<file path="config.mk">
export PLATFORM = sky130hd
export DESIGN_NAME = mod107_horner_ctrl
export DESIGN_NICKNAME = d
export VERILOG_FILES = /design/src/rtl/mod107_pkg.sv /design/src/rtl/mod107_fold.sv /design/src/rtl/mod107_horner_ctrl.sv
export SDC_FILE = /design/constraint.sdc
export NUM_CORES = 1
export LEC_CHECK = 0
export CELL_PAD_IN_SITES_DETAIL_PLACEMENT = 1
export CELL_PAD_IN_SITES_GLOBAL_PLACEMENT = 1
export CORE_ASPECT_RATIO = 1.5
export CORE_MARGIN = 10
export CORE_UTILIZATION = 49
export CTS_CLUSTER_DIAMETER = 150
export CTS_CLUSTER_SIZE = 25
export DETAILED_ROUTE_END_ITERATION = 10
export PLACE_DENSITY_LB_ADDON = 0.3
export SLEW_MARGIN = 20
export SYNTH_ARGS = -nofsm -noshare
export SYNTH_HDL_FRONTEND = slang
export SYNTH_SLANG_ARGS = --single-unit
</file>
<file path="constraint.sdc">
create_clock -name clk -period 16.7 [get_ports clk]
set_clock_uncertainty 0.15 [all_clocks]
set_input_delay 3.34 -clock clk [delete_from_list [all_inputs] [get_ports clk]]
set_output_delay 3.34 -clock clk [all_outputs]
set_load 0.005 [all_outputs]
</file>
<file path="src/rtl/mod107_pkg.sv">
`default_nettype none
// ============================================================================
//  Module      : mod107_pkg
//  Description : Shared constants and FSM state type for the mod-107 Horner
//                reduction controller and its fold sub-module.
//  Ports       : none (package)
//  Revision    : 1.0  initial release
// ============================================================================
package mod107_pkg;

    localparam int MOD        = 107;  // modulus
    localparam int CHUNK_W    = 6;    // operand chunk width
    localparam int MAX_CHUNKS = 84;   // 500-bit operand in 6-bit chunks
    localparam int RADIX      = 64;   // 2^CHUNK_W mod MOD
    localparam int FOLD_W     = 13;   // width of acc*RADIX + chunk (max 6847)
    localparam int RES_W      = 7;    // residue width
    localparam int CNT_W      = 7;    // chunk counter width

    typedef enum logic [1:0] {
        ST_IDLE = 2'd0,
        ST_RUN  = 2'd1,
        ST_DONE = 2'd2
    } state_t;

endpackage
`default_nettype wire

</file>
<file path="src/rtl/mod107_fold.sv">
`default_nettype none
// ============================================================================
//  Module      : mod107_fold
//  Description : Combinational reduction of a 13-bit value below 6848
//                (= MOD*64) to its residue mod MOD.
//  Ports       : value   in  FOLD_W  input, must be < MOD*64
//                residue out RES_W   value mod MOD
//  Revision    : 1.0  initial release
// ============================================================================
module mod107_fold #(
    parameter int MOD = mod107_pkg::MOD
) (
    input  logic [mod107_pkg::FOLD_W-1:0] value,
    output logic [mod107_pkg::RES_W-1:0]  residue
);
    import mod107_pkg::*;

    // Because value < MOD*64 the quotient fits in 6 bits, so a restoring
    // division with conditional subtracts of MOD*32 .. MOD*1 is exact.
    logic [FOLD_W-1:0] w_rem [0:5];
    logic [FOLD_W-1:0] w_last;

    localparam logic [FOLD_W-1:0] C_MOD = FOLD_W'(MOD);

    assign w_rem[0] = value;

    for (genvar k = 0; k < 5; k++) begin : g_stage
        localparam logic [FOLD_W-1:0] C_SUB = FOLD_W'(MOD << (5 - k));
        assign w_rem[k+1] = (w_rem[k] >= C_SUB) ? (w_rem[k] - C_SUB) : w_rem[k];
    end

    assign w_last  = (w_rem[5] >= C_MOD) ? (w_rem[5] - C_MOD) : w_rem[5];
    assign residue = RES_W'(w_last);

endmodule
`default_nettype wire

</file>
<file path="src/rtl/mod107_horner_ctrl.sv">
`default_nettype none
// ============================================================================
//  Module      : mod107_horner_ctrl
//  Description : Streams an operand MS-chunk first and reduces it mod MOD by
//                Horner's rule, one chunk per cycle, using a single shared
//                fold unit.
//  Ports       : clk          in   clock
//                rst          in   synchronous active-high reset
//                start        in   begin a reduction (IDLE only)
//                num_chunks   in   chunk count, saturated to MAX_CHUNKS
//                chunk_valid  in   chunk_data valid
//                chunk_data   in   next chunk, most significant first
//                chunk_ready  out  chunk accepted this cycle when valid
//                busy         out  high in RUN and DONE
//                done         out  one-cycle pulse, residue final
//                residue      out  operand mod MOD, held until next result
//  Revision    : 1.0  initial release
// ============================================================================
module mod107_horner_ctrl #(
    parameter int MOD        = mod107_pkg::MOD,
    parameter int CHUNK_W    = mod107_pkg::CHUNK_W,
    parameter int MAX_CHUNKS = mod107_pkg::MAX_CHUNKS
) (
    input  logic                          clk,
    input  logic                          rst,
    input  logic                          start,
    input  logic [mod107_pkg::CNT_W-1:0]  num_chunks,
    input  logic                          chunk_valid,
    input  logic [CHUNK_W-1:0]            chunk_data,
    output logic                          chunk_ready,
    output logic                          busy,
    output logic                          done,
    output logic [mod107_pkg::RES_W-1:0]  residue
);
    import mod107_pkg::*;

    localparam logic [CNT_W-1:0] C_MAX_CHUNKS = CNT_W'(MAX_CHUNKS);

    state_t             r_state;
    state_t             w_state_next;
    logic [RES_W-1:0]   r_acc;
    logic [CNT_W-1:0]   r_count;
    logic [RES_W-1:0]   r_residue;

    logic               w_run;
    logic               w_hs;
    logic               w_last;
    logic [CNT_W-1:0]   w_num_sat;
    logic [FOLD_W-1:0]  w_sum;
    logic [RES_W-1:0]   w_fold;

    assign w_run     = (r_state == ST_RUN);
    // Reset masks the handshake so a chunk offered during reset is dropped.
    assign w_hs      = w_run & chunk_valid & ~rst;
    assign w_last    = (r_count == CNT_W'(1));
    assign w_num_sat = (num_chunks > C_MAX_CHUNKS) ? C_MAX_CHUNKS : num_chunks;

    // Full-width Horner step; acc*64+chunk never exceeds 6847.
    assign w_sum = FOLD_W'(r_acc) * FOLD_W'(RADIX) + FOLD_W'(chunk_data);

    mod107_fold #(
        .MOD     (MOD)
    ) u_fold (
        .value   (w_sum),
        .residue (w_fold)
    );

    // ---------------- FSM: state register ----------------
    always_ff @(posedge clk) begin
        if (rst) begin
            r_state <= ST_IDLE;
        end else begin
            r_state <= w_state_next;
        end
    end

    // ---------------- FSM: next-state logic ----------------
    always_comb begin
        w_state_next = r_state;
        case (r_state)
            ST_IDLE: begin
                if (start) begin
                    w_state_next = (num_chunks == '0) ? ST_DONE : ST_RUN;
                end
            end
            ST_RUN: begin
                if (w_hs && w_last) begin
                    w_state_next = ST_DONE;
                end
            end
            ST_DONE: w_state_next = ST_IDLE;
            default: w_state_next = ST_IDLE;
        endcase
    end

    // ---------------- FSM: outputs ----------------
    always_comb begin
        chunk_ready = 1'b0;
        busy        = 1'b0;
        done        = 1'b0;
        if (!rst) begin
            chunk_ready = w_run;
            busy        = (r_state == ST_RUN) || (r_state == ST_DONE);
            done        = (r_state == ST_DONE);
        end
    end

    // ---------------- datapath ----------------
    // residue is loaded on the edge that enters DONE, so it equals the final
    // acc throughout the DONE cycle and is held afterwards.
    always_ff @(posedge clk) begin
        if (rst) begin
            r_acc     <= '0;
            r_count   <= '0;
            r_residue <= '0;
        end else begin
            case (r_state)
                ST_IDLE: begin
                    if (start) begin
                        r_acc   <= '0;
                        r_count <= w_num_sat;
                        if (num_chunks == '0) begin
                            r_residue <= '0;
                        end
                    end
                end
                ST_RUN: begin
                    if (w_hs) begin
                        r_acc   <= w_fold;
                        r_count <= r_count - CNT_W'(1);
                        if (w_last) begin
                            r_residue <= w_fold;
                        end
                    end
                end
                default: begin
                end
            endcase
        end
    end

    assign residue = r_residue;

endmodule
`default_nettype wire

</file>
-- Word level (Yosys, flattened, before mapping)
Index checks and enable logic that the tools add are counted.
- register bits: 23
- latch bits: 0
- RAM bits: 0
- memory bits (read-only): 0
- memories kept: 0
- add/sub/neg operators: 8
- multipliers: 0
- div/mod/pow operators: 0
- order comparisons: 7
- eq/ne operators: 8
- shifts and indexed selects: 0
- mux-type cells: 25
- bitwise logic cells: 3
- reductions and logical operators: 8
- operators by type and width (cell ; number):
    two-way mux 7 bit ; 10
    two-way mux 13 bit ; 5
    case mux 7 bit (2 select lines) ; 3
    adder 13 x 6 -> 13 bit ; 1
    greater-or-equal comparator 13 x 10 -> 1 bit (second input constant) ; 1
    greater-or-equal comparator 13 x 11 -> 1 bit (second input constant) ; 1
    greater-or-equal comparator 13 x 12 -> 1 bit (second input constant) ; 1
    greater-or-equal comparator 13 x 7 -> 1 bit (second input constant) ; 1
    greater-or-equal comparator 13 x 8 -> 1 bit (second input constant) ; 1
    greater-or-equal comparator 13 x 9 -> 1 bit (second input constant) ; 1
    subtractor 13 x 10 -> 13 bit (second input constant) ; 1
    subtractor 13 x 11 -> 13 bit (second input constant) ; 1
    subtractor 13 x 12 -> 13 bit (second input constant) ; 1
    subtractor 13 x 8 -> 13 bit (second input constant) ; 1
    subtractor 13 x 9 -> 13 bit (second input constant) ; 1
    equality test 7 x 1 -> 1 bit (second input constant) ; 1
    > comparator 7 bit (second input constant) ; 1
    logical NOT 7 bit ; 1
    subtractor 7 x 1 -> 7 bit (second input constant) ; 1
    subtractor 7 bit (second input constant) ; 1
    two-way mux 2 bit ; 3
    inequality test 2 x 1 -> 1 bit (second input constant) ; 3
    AND reduction 5 bit ; 1
    inequality test 2 bit (second input constant) ; 2
    12 further kinds ; 15

-- Logic depth before layout (Yosys ltp)
Gate-level depths: netlist of the first run.
- word-level depth: 16
- gate-level depth with buffers: 41

-- By module
From an unflattened synthesis of the first run, not the netlist that was laid out.
- cell total of the unflattened synthesis: 482
- area, all modules: 3786.1 µm²
- by module, submodules not included (module ; times used ; cells each ; area each (µm²)):
    mod107_fold ; 1 ; 356 ; 2593.7
    mod107_horner_ctrl ; 1 ; 126 ; 1192.4

-- Worst setup path before layout of the first run
OpenSTA, ideal clock, no wires.
- path type: in2reg
- from: input chunk_data[5]
- to: register r_acc[1]
- library setup time: 0.125 ns
- data arrival time: 11.164 ns
- data required time: 16.425 ns
- path slack: 5.261 ns
- cell stages on the path: 40
- path buffers: 2
- cell sequence: ha_1 > o211ai_2 > nand4b_1 > o21ai_0 > ha_1 > nand2_1 > a211oi_1 > mux2i_1 > o21ai_1 > nor2_1 > xnor2_1 > ha_1 > nor2_1 > a211oi_1 > a2111oi_0 > a221o_1 > o31ai_2 > a2111oi_4 > (+4 left out) > nor4_1 > a21o_1 > or3_1 > buf_2 > nor2_1 > xnor2_1 > ha_1 > a31oi_1 > a21o_1 > a21oi_2 > nor2_1 > xnor2_1 > ha_1 > a41oi_1 > nand4_1 > a31oi_4 > mux2i_1 > o21ai_1
- longest elaborated chain between the ends: 15
- elaborated cells on any way between the ends: 21
- classes of those cells: add/sub (7); order compare (6); mux (8)
- ends and longest elaborated chain (what ; line ; RTL):
    start, declared ; mod107_horner_ctrl.sv:29 ; input logic [CHUNK_W-1:0] chunk_data,
    adder 13 x 6 -> 13 bit (*) ; mod107_horner_ctrl.sv:59 ; assign w_sum = FOLD_W'(r_acc) * FOLD_W'(RADIX) + FOLD_W'(chunk_data);
    subtractor 13 x 12 -> 13 bit or greater-or-equal comparator 13 x 12 -> 1 bit (tied branches) ; mod107_fold.sv:29 ; assign w_rem[k+1] = (w_rem[k] >= C_SUB) ? (w_rem[k] - C_SUB) : w_rem[k];
    two-way mux 13 bit (*) ; mod107_fold.sv:29 ;
    subtractor 13 x 11 -> 13 bit or greater-or-equal comparator 13 x 11 -> 1 bit (tied branches) ; mod107_fold.sv:29 ;
    two-way mux 13 bit (*) ; mod107_fold.sv:29 ;
    subtractor 13 x 10 -> 13 bit or greater-or-equal comparator 13 x 10 -> 1 bit (tied branches) ; mod107_fold.sv:29 ;
    two-way mux 13 bit (*) ; mod107_fold.sv:29 ;
    subtractor 13 x 9 -> 13 bit or greater-or-equal comparator 13 x 9 -> 1 bit (tied branches) ; mod107_fold.sv:29 ;
    two-way mux 13 bit (*) ; mod107_fold.sv:29 ;
    subtractor 13 x 8 -> 13 bit or greater-or-equal comparator 13 x 8 -> 1 bit (tied branches) ; mod107_fold.sv:29 ;
    two-way mux 13 bit (*) ; mod107_fold.sv:29 ;
    greater-or-equal comparator 13 x 7 -> 1 bit or subtractor 7 bit (tied branches) ; mod107_fold.sv:32 ; assign w_last = (w_rem[5] >= C_MOD) ? (w_rem[5] - C_MOD) : w_rem[5];
    two-way mux 7 bit (*) ; mod107_fold.sv:32 ;
    two-way mux 7 bit (*) ; mod107_horner_ctrl.sv:128 ; if (w_hs) begin
    case mux 7 bit (2 select lines) (*) ; mod107_horner_ctrl.sv:117 ; case (r_state)
    end signal, assigned ; mod107_horner_ctrl.sv:129 ; r_acc <= w_fold;
    end, declared ; mod107_horner_ctrl.sv:41 ; logic [RES_W-1:0] r_acc;
Every way passes the cells marked *; elsewhere a longest branch is shown, timed or not. The select of a mux whose other input is x is not followed.
A chain may end at the register's enable or synchronous reset.

-- Worst setup path in the final report of the first run
- from: input chunk_data[5]
- to: register r_residue[6] (netlist: residue[6])
- longest elaborated chain between the ends: 16
- elaborated cells on any way between the ends: 22
- classes of those cells: add/sub (7); order compare (6); mux (9)
- ends and longest elaborated chain (what ; line ; RTL):
    adder 13 x 6 -> 13 bit (*) ; mod107_horner_ctrl.sv:59 ;
    subtractor 13 x 12 -> 13 bit or greater-or-equal comparator 13 x 12 -> 1 bit (tied branches) ; mod107_fold.sv:29 ;
    two-way mux 13 bit (*) ; mod107_fold.sv:29 ;
    subtractor 13 x 11 -> 13 bit or greater-or-equal comparator 13 x 11 -> 1 bit (tied branches) ; mod107_fold.sv:29 ;
    two-way mux 13 bit (*) ; mod107_fold.sv:29 ;
    subtractor 13 x 10 -> 13 bit or greater-or-equal comparator 13 x 10 -> 1 bit (tied branches) ; mod107_fold.sv:29 ;
    two-way mux 13 bit (*) ; mod107_fold.sv:29 ;
    subtractor 13 x 9 -> 13 bit or greater-or-equal comparator 13 x 9 -> 1 bit (tied branches) ; mod107_fold.sv:29 ;
    two-way mux 13 bit (*) ; mod107_fold.sv:29 ;
    subtractor 13 x 8 -> 13 bit or greater-or-equal comparator 13 x 8 -> 1 bit (tied branches) ; mod107_fold.sv:29 ;
    two-way mux 13 bit (*) ; mod107_fold.sv:29 ;
    greater-or-equal comparator 13 x 7 -> 1 bit or subtractor 7 bit (tied branches) ; mod107_fold.sv:32 ;
    two-way mux 7 bit (*) ; mod107_fold.sv:32 ;
    two-way mux 7 bit (*) ; mod107_horner_ctrl.sv:131 ; if (w_last) begin
    two-way mux 7 bit (*) ; mod107_horner_ctrl.sv:128 ;
    case mux 7 bit (2 select lines) (*) ; mod107_horner_ctrl.sv:117 ;
    end signal, assigned ; mod107_horner_ctrl.sv:132 ; r_residue <= w_fold;
    end, declared ; mod107_horner_ctrl.sv:43 ; logic [RES_W-1:0] r_residue;
Marks and branches as above.

==> reports/qor.yml, run 1 <==
relSlewSlack_pct: 28.2
path_max_fanout: 14
holdWs_ns: 0.309
viasPerCell: 7.06
synthCells: 570
cts_buffers: 3
critPathSlowestCell: "a2111oi_4"
slew_violations: 0
final_common_cell: "nand2_1"
finalHoldViolCount: 0
yosys.area.top_type_share_pct: 11.1
grt_pass1_wl_microns: 24700
antenna_found_initial: 0
critical_path_class: "input pin to flip-flop"
dr.pass1.iters: 5
synth_top_cell_by_area: "dfxtp_1"
rsz0062_at_grt: "no"
hp-class: "flip-flop to flip-flop"
final.period_utilization_pct: 83.4
cp_slowest_stage_delay_ns: 0.83
gr-total-overflow: 0
postCtsSetupRepairBufs: 0
endpoint_kind: "flip-flop"
dp_cells: 682
dieHeight_microns: 133
regArea_sq_um: 460
min_period_ns: 13.93
cts_buffer_depth: 2
grt_pass1_vias: 4981
post-route-drc-count: 0
root_buffer: "clkbuf_16"
hpwl_microns: 11900
setup_tns_ns: 0
postCtsResizedCells: 0
worstPathArrival_ns: 13.97
port_buffers: 26
fin_area_sq_um: 4500
rows: 41
async_flop_share_pct: 0
area_delta_synth_final_pct: 8.32
wl_microns: 15000
maxCapViolations: 0
synth_warnings: 0
io_pins: 27
fin_cells: 686
synthDistinctLibCells: 92
synthesis.nets: 599
cp_common_cell: "ha_1"
insertion_delay_ns: 0.26
diodes: 0
initial_utilization_pct: 49.6
netlist_area_sq_um: 4150
num_vias: 4844
synth_edf_count: 0
drive_gt1_share_pct: 7.94
cts.sinks: 23
tightest_slew_ns: 1.07
ys.flop_type: "dfxtp_1"
nFillCells: 1118
cts_max_level: 1
ys_ff_latch: 23
clkTransAtPathRegs_ns: 0.06
drt_iter0_drc: 261
setup_viol: 0
ctsHoldBuffers: 0
placed_cell_area_sq_um: 4420
place.gp.congestion: 0.945
avgRoutedWirePerCell_microns: 21.8
final_nets: 609
final_cell_mix: "nand2_1, nor2_1, a21oi_1"
start_kind: "input pin"
multi_input_area_sq_um: 3500
die_x_microns: 95.2
grt_max_degree: 23
cts_tree: "yes"
grt.total_usage_pct: 23.4
yosysSeqAreaShare_pct: 11.1
crit_required_ns: 16.74
timing.fmax_mhz: 71.8
yosys-top-cells-area: "dfxtp_1, nand2_1, nor2_1"
status: "complete, no violations"
syn_avg_cell_area_sq_um: 7.28
ant_nets: 0
dieArea_sq_um: 12600
core_sq_um: 8360
sequential cells by signal (all words and copies together), names as in the netlist:
| name | count |
|---|---|
| r_acc | 7 |
| r_count | 7 |
| r_state | 2 |
| residue | 7 |
final timing paths:
kind	start	endpoint	slack, ns	cells past startpoint
max	chunk_data[5]	residue[6]$_SDFFE_PP0P_	2.77	40
min	residue[0]$_SDFFE_PP0P_	residue[0]$_SDFFE_PP0P_	0.31	2
max reg2reg	r_acc[0]$_SDFFE_PP0P_	residue[6]$_SDFFE_PP0P_	5.96	39
min reg2reg	residue[0]$_SDFFE_PP0P_	residue[0]$_SDFFE_PP0P_	0.31	2
cell usage after synthesis (9+ instances only):
library cell  number
o22ai_1           11
xnor2_1           17
mux2i_1           11
nand4_1            9
or3_1              9
nand2_1           52
dfxtp_1           23
nor3_1            20
nor2_1            50
nand3_1           17
o21ai_0           17
o31ai_1            9
o21ai_1           26
inv_1             17
a21oi_1           35
and3_1             9
a21o_1            10
a211oi_1          14
ha_1              12
nand2b_1          12
layout make-up:
cell class | count | share of cell area [%]
clock buffers | 4 | 1.75
well taps | 107 | 2.98
flip-flops and latches | 23 | 10.2
multi-input cells | 509 | 77.8
repair buffers | 26 | 5.79
inverters | 17 | 1.42
worst max-delay path: cells and delay by family:
family,cells,cell delay (ns)
AOI/OAI and AO/OA,18,4.75
xor gates and xnor gates,4,0.85
adders and majority gates,6,2.07
buffers and inverters,2,0.75
muxes,2,0.57
and+or+nand+nor,8,1.62
per-layer routing:
metal	vias to the layer above	part of all wire (%)	track usage (%)	wire, microns
li1	2261	-	-	-
met1	2352	39	24.7	5820
met2	172	52	42.5	7820
met3	59	3.6	2.77	537
met4	0	5.2	13.0	782
met5	-	0	0	0
stage by stage:
step	utilization, %	worst slack [ns]
4_1_cts	53.8	3.06
3_3_place_gp	52.8	3.52
2_1_floorplan	-	5.26
3_5_place_dp	52.8	2.83
6_report	53.8	2.77
5_1_grt	53.8	2.01
kinds of logic after synthesis:
family          share of synthesized area, %
compound gates                          41.5
simple gates                            29.5
buf+inv                                 4.61
mux                                     4.88
flops                                   11.1
xor+xnor                                4.85
fa+ha+maj                               3.62
Power of run 1 is not shown: default switching activity piles up to over one toggle a cycle in this logic, so the estimate is an artifact.
==> run 2, diff against run 1 <==
--- a/config.mk
+++ b/config.mk
@@ -9,7 +9,7 @@
 export CELL_PAD_IN_SITES_GLOBAL_PLACEMENT = 1
 export CORE_ASPECT_RATIO = 1.5
 export CORE_MARGIN = 10
-export CORE_UTILIZATION = 49
+export CORE_UTILIZATION = 41
 export CTS_CLUSTER_DIAMETER = 150
 export CTS_CLUSTER_SIZE = 25
 export DETAILED_ROUTE_END_ITERATION = 10
==> constraint.sdc (replaced) <==
create_clock -name clk -period 11.68 [get_ports clk]
set_clock_uncertainty 0.15 [all_clocks]
set_input_delay 2.336 -clock clk [delete_from_list [all_inputs] [get_ports clk]]
set_output_delay 2.336 -clock clk [all_outputs]
set_load 0.005 [all_outputs]
==> run 2 against run 1 <==
Non-clock buffer count up 17. Setup slack worse by 1.9 ns. Die area up 16%. Global-route usage down 3.0 points. First-iteration DRC count up 7.7%. Critical path depth unchanged. Flip-flop and latch count unchanged. Largest cell class unchanged.
==> reports/qor.yml, run 2 (synthesized netlist as in run 1, its figures left out) <==
place.gp.congestion: 0.942  # was 0.945
hp-class: "flip-flop to flip-flop"  # unchanged
initial_utilization_pct: 42.4  # was 49.6%
layout_setup_ws_ns: 0.825  # was 2.77 ns
min_period_ns: 10.85
hpwl_microns: 12400  # was 11,900 microns
crit_start: "chunk_data[5]"  # unchanged
dieHeight_microns: 143  # was 133 microns
maxCapViolations: 0  # unchanged
critPathSlowestCell: "or3_1"  # was a2111oi_4
timing.fmax_mhz: 92.1
antenna_found_initial: 0  # unchanged
cp_slowest_stage_delay_ns: 0.47  # was 0.83 ns
drive_gt1_share_pct: 11.7  # was 7.94%
final_cell_mix: "nand2_1, nor2_1, a21oi_1"  # unchanged
viasPerCell: 6.79  # was 7.06
area_delta_synth_final_pct: 12.4  # was 8.32%
grt_use_met2_pct: 39.1  # was 42.5%
final_common_cell: "nand2_1"  # unchanged
critical_path_class: "input pin to flip-flop"  # unchanged
insertion_delay_ns: 0.26  # about the same
tightest_slew_ns: 0.905  # was 1.07 ns
rrSetupSlack_ns: 2.62  # was 5.96 ns
post-route-drc-count: 0  # unchanged
dr.pass1.iters: 4  # was 5
utilization_pct: 47.6  # was 53.8%
gr-max-usage-layer: "met2"  # unchanged
grt.total_usage_pct: 20.4  # was 23.4%
final_nets: 626  # was 609
diodes: 0  # unchanged
slew_violations: 0  # unchanged
io_pins: 27  # unchanged
avgRoutedWirePerCell_microns: 21.3  # was 21.8 microns
hold_depth: 2  # unchanged
setup_viol: 0  # unchanged
worstPathArrival_ns: 10.85  # was 13.97 ns
finalHoldViolCount: 0  # unchanged
grtUsageMet1_pct: 21.4  # was 24.7%
fin_cells: 711  # was 686
num_vias: 4826  # was 4,844
endpoint_kind: "flip-flop"  # unchanged
reg2reg_from: "r_acc[0]$_SDFFE_PP0P_"  # unchanged
grt_max_degree: 23  # unchanged
root_buffer: "clkbuf_16"  # unchanged
rsz0062_at_grt: "no"  # unchanged
gr-total-overflow: 0  # unchanged
cts_tree: "yes"  # unchanged
setup_tns_ns: 0  # unchanged
status: "complete, no violations"  # unchanged
die_x_microns: 102  # was 95.2 microns
core_sq_um: 9800  # was 8360 sq um
worstHoldStart: "residue[0]$_SDFFE_PP0P_"  # unchanged
cts_buffers: 3  # unchanged
rows: 44  # was 41
cp_common_cell: "ha_1"  # unchanged
grt_pass1_wl_microns: 24700  # about the same
final.period_utilization_pct: 92.9
dieArea_sq_um: 14600  # was 12,600 sq um
cts_max_level: 1  # unchanged
ant_nets: 0  # unchanged
hold_path_end: "residue[0]$_SDFFE_PP0P_"  # unchanged
path_max_fanout: 9  # was 14
reg2reg_to: "r_acc[1]$_SDFFE_PP0P_"  # was residue[6]$_SDFFE_PP0P_
crit_required_ns: 11.67  # was 16.74 ns
r2r_cells: 39  # unchanged
grt_pass1_vias: 4917  # was 4,981
cts.sinks: 23  # unchanged
path_buf_inv: 1  # was 2
ctsHoldBuffers: 0  # unchanged
crit_family: "compound AO/OA/AOI/OAI gates"  # unchanged
port_buffers: 26  # unchanged
wl_microns: 15100  # was 15,000 microns
cts_buffer_depth: 2  # unchanged
clkTransAtPathRegs_ns: 0.06  # about the same
nFillCells: 1259  # was 1,118
start_kind: "input pin"  # unchanged
dp_cells: 706  # was 682
place_ws_ns: 0.0356  # was 2.83 ns
drt_iter0_drc: 281  # was 261
use_met3_pct: 1.69  # was 2.77%
relSlewSlack_pct: 39.6  # was 28.2%
-- run 2: cell types whose count changed in the layout (fill, tap and decap cells not counted), moves of 2 or more --
| cell | previous run | this run |
|---|---|---|
| nor2_1 | 50 | 48 |
| buf_4 | 0 | 17 |
| mux2i_2 | 1 | 3 |
| mux2i_1 | 11 | 9 |
| nor2_2 | 2 | 4 |
-- run 2: worst max-delay path by stage --
stage | to | slack (ns) | depth (start not counted)
6_report | r_acc[1]$_SDFFE_PP0P_ | 0.83 | 40
5_1_grt | residue[1]$_SDFFE_PP0P_ | 0.04 | 40
4_1_cts | r_acc[1]$_SDFFE_PP0P_ | 0.25 | 40
3_5_place_dp | r_acc[1]$_SDFFE_PP0P_ | 0.04 | 40
3_3_place_gp | residue[1]$_SDFFE_PP0P_ | 0.54 | 40
2_1_floorplan | r_acc[1]$_SDFFE_PP0P_ | 1.25 | 40
-- run 2: repair_timing --
item / CTS / global route
setup buffers: 0 / 1
resized for setup: 0 / 9
endpoints found under the setup margin: 0 / 14
-- run 2: worst min-delay path, delay by kind of cell (launching register included) --
| family | cells | cell delay, ns |
|---|---|---|
| simple gates | 1 | 0.05 |
| compound gates | 1 | 0.05 |
| flops | 1 | 0.31 |
-- run 2: layout make-up --
type / instances / area, sq um / share of cell area, %
multi-input combinational: 509 / 3530 / 75.6
sequential: 23 / 460 / 9.87
tap: 115 / 144 / 3.08
inverter: 17 / 63.8 / 1.37
timing repair buffer: 43 / 390 / 8.37
clock buffer: 4 / 78.8 / 1.69
-- run 2: metal layers --
metal / vias up / share of wire, %
li1: 2288 / -
met1: 2381 / 39
met2: 115 / 54
met3: 42 / 3.0
met4: 0 / 3.8
met5: - / 0
-- run 2: per-stage QoR --
step                instance area, sq um  hold slack (ns)
floorplan                           4150            0.292
finish                              4660            0.298
global route                        4660            0.334
CTS                                 4630            0.301
detailed placement                  4550            0.291
global placement                    4550            0.286
Power of run 2 is left out for the same reason.
==> run 3, diff against run 2 <==
--- a/config.mk
+++ b/config.mk
@@ -14,7 +14,6 @@
 export CTS_CLUSTER_SIZE = 25
 export DETAILED_ROUTE_END_ITERATION = 10
 export PLACE_DENSITY_LB_ADDON = 0.3
-export SLEW_MARGIN = 20
 export SYNTH_ARGS = -nofsm -noshare
 export SYNTH_HDL_FRONTEND = slang
 export SYNTH_SLANG_ARGS = --single-unit
==> results of run 3 <==
Same layout as run 2: the final DEF is identical, and so are final timing and power.
Power of run 3 is left out for the same reason.
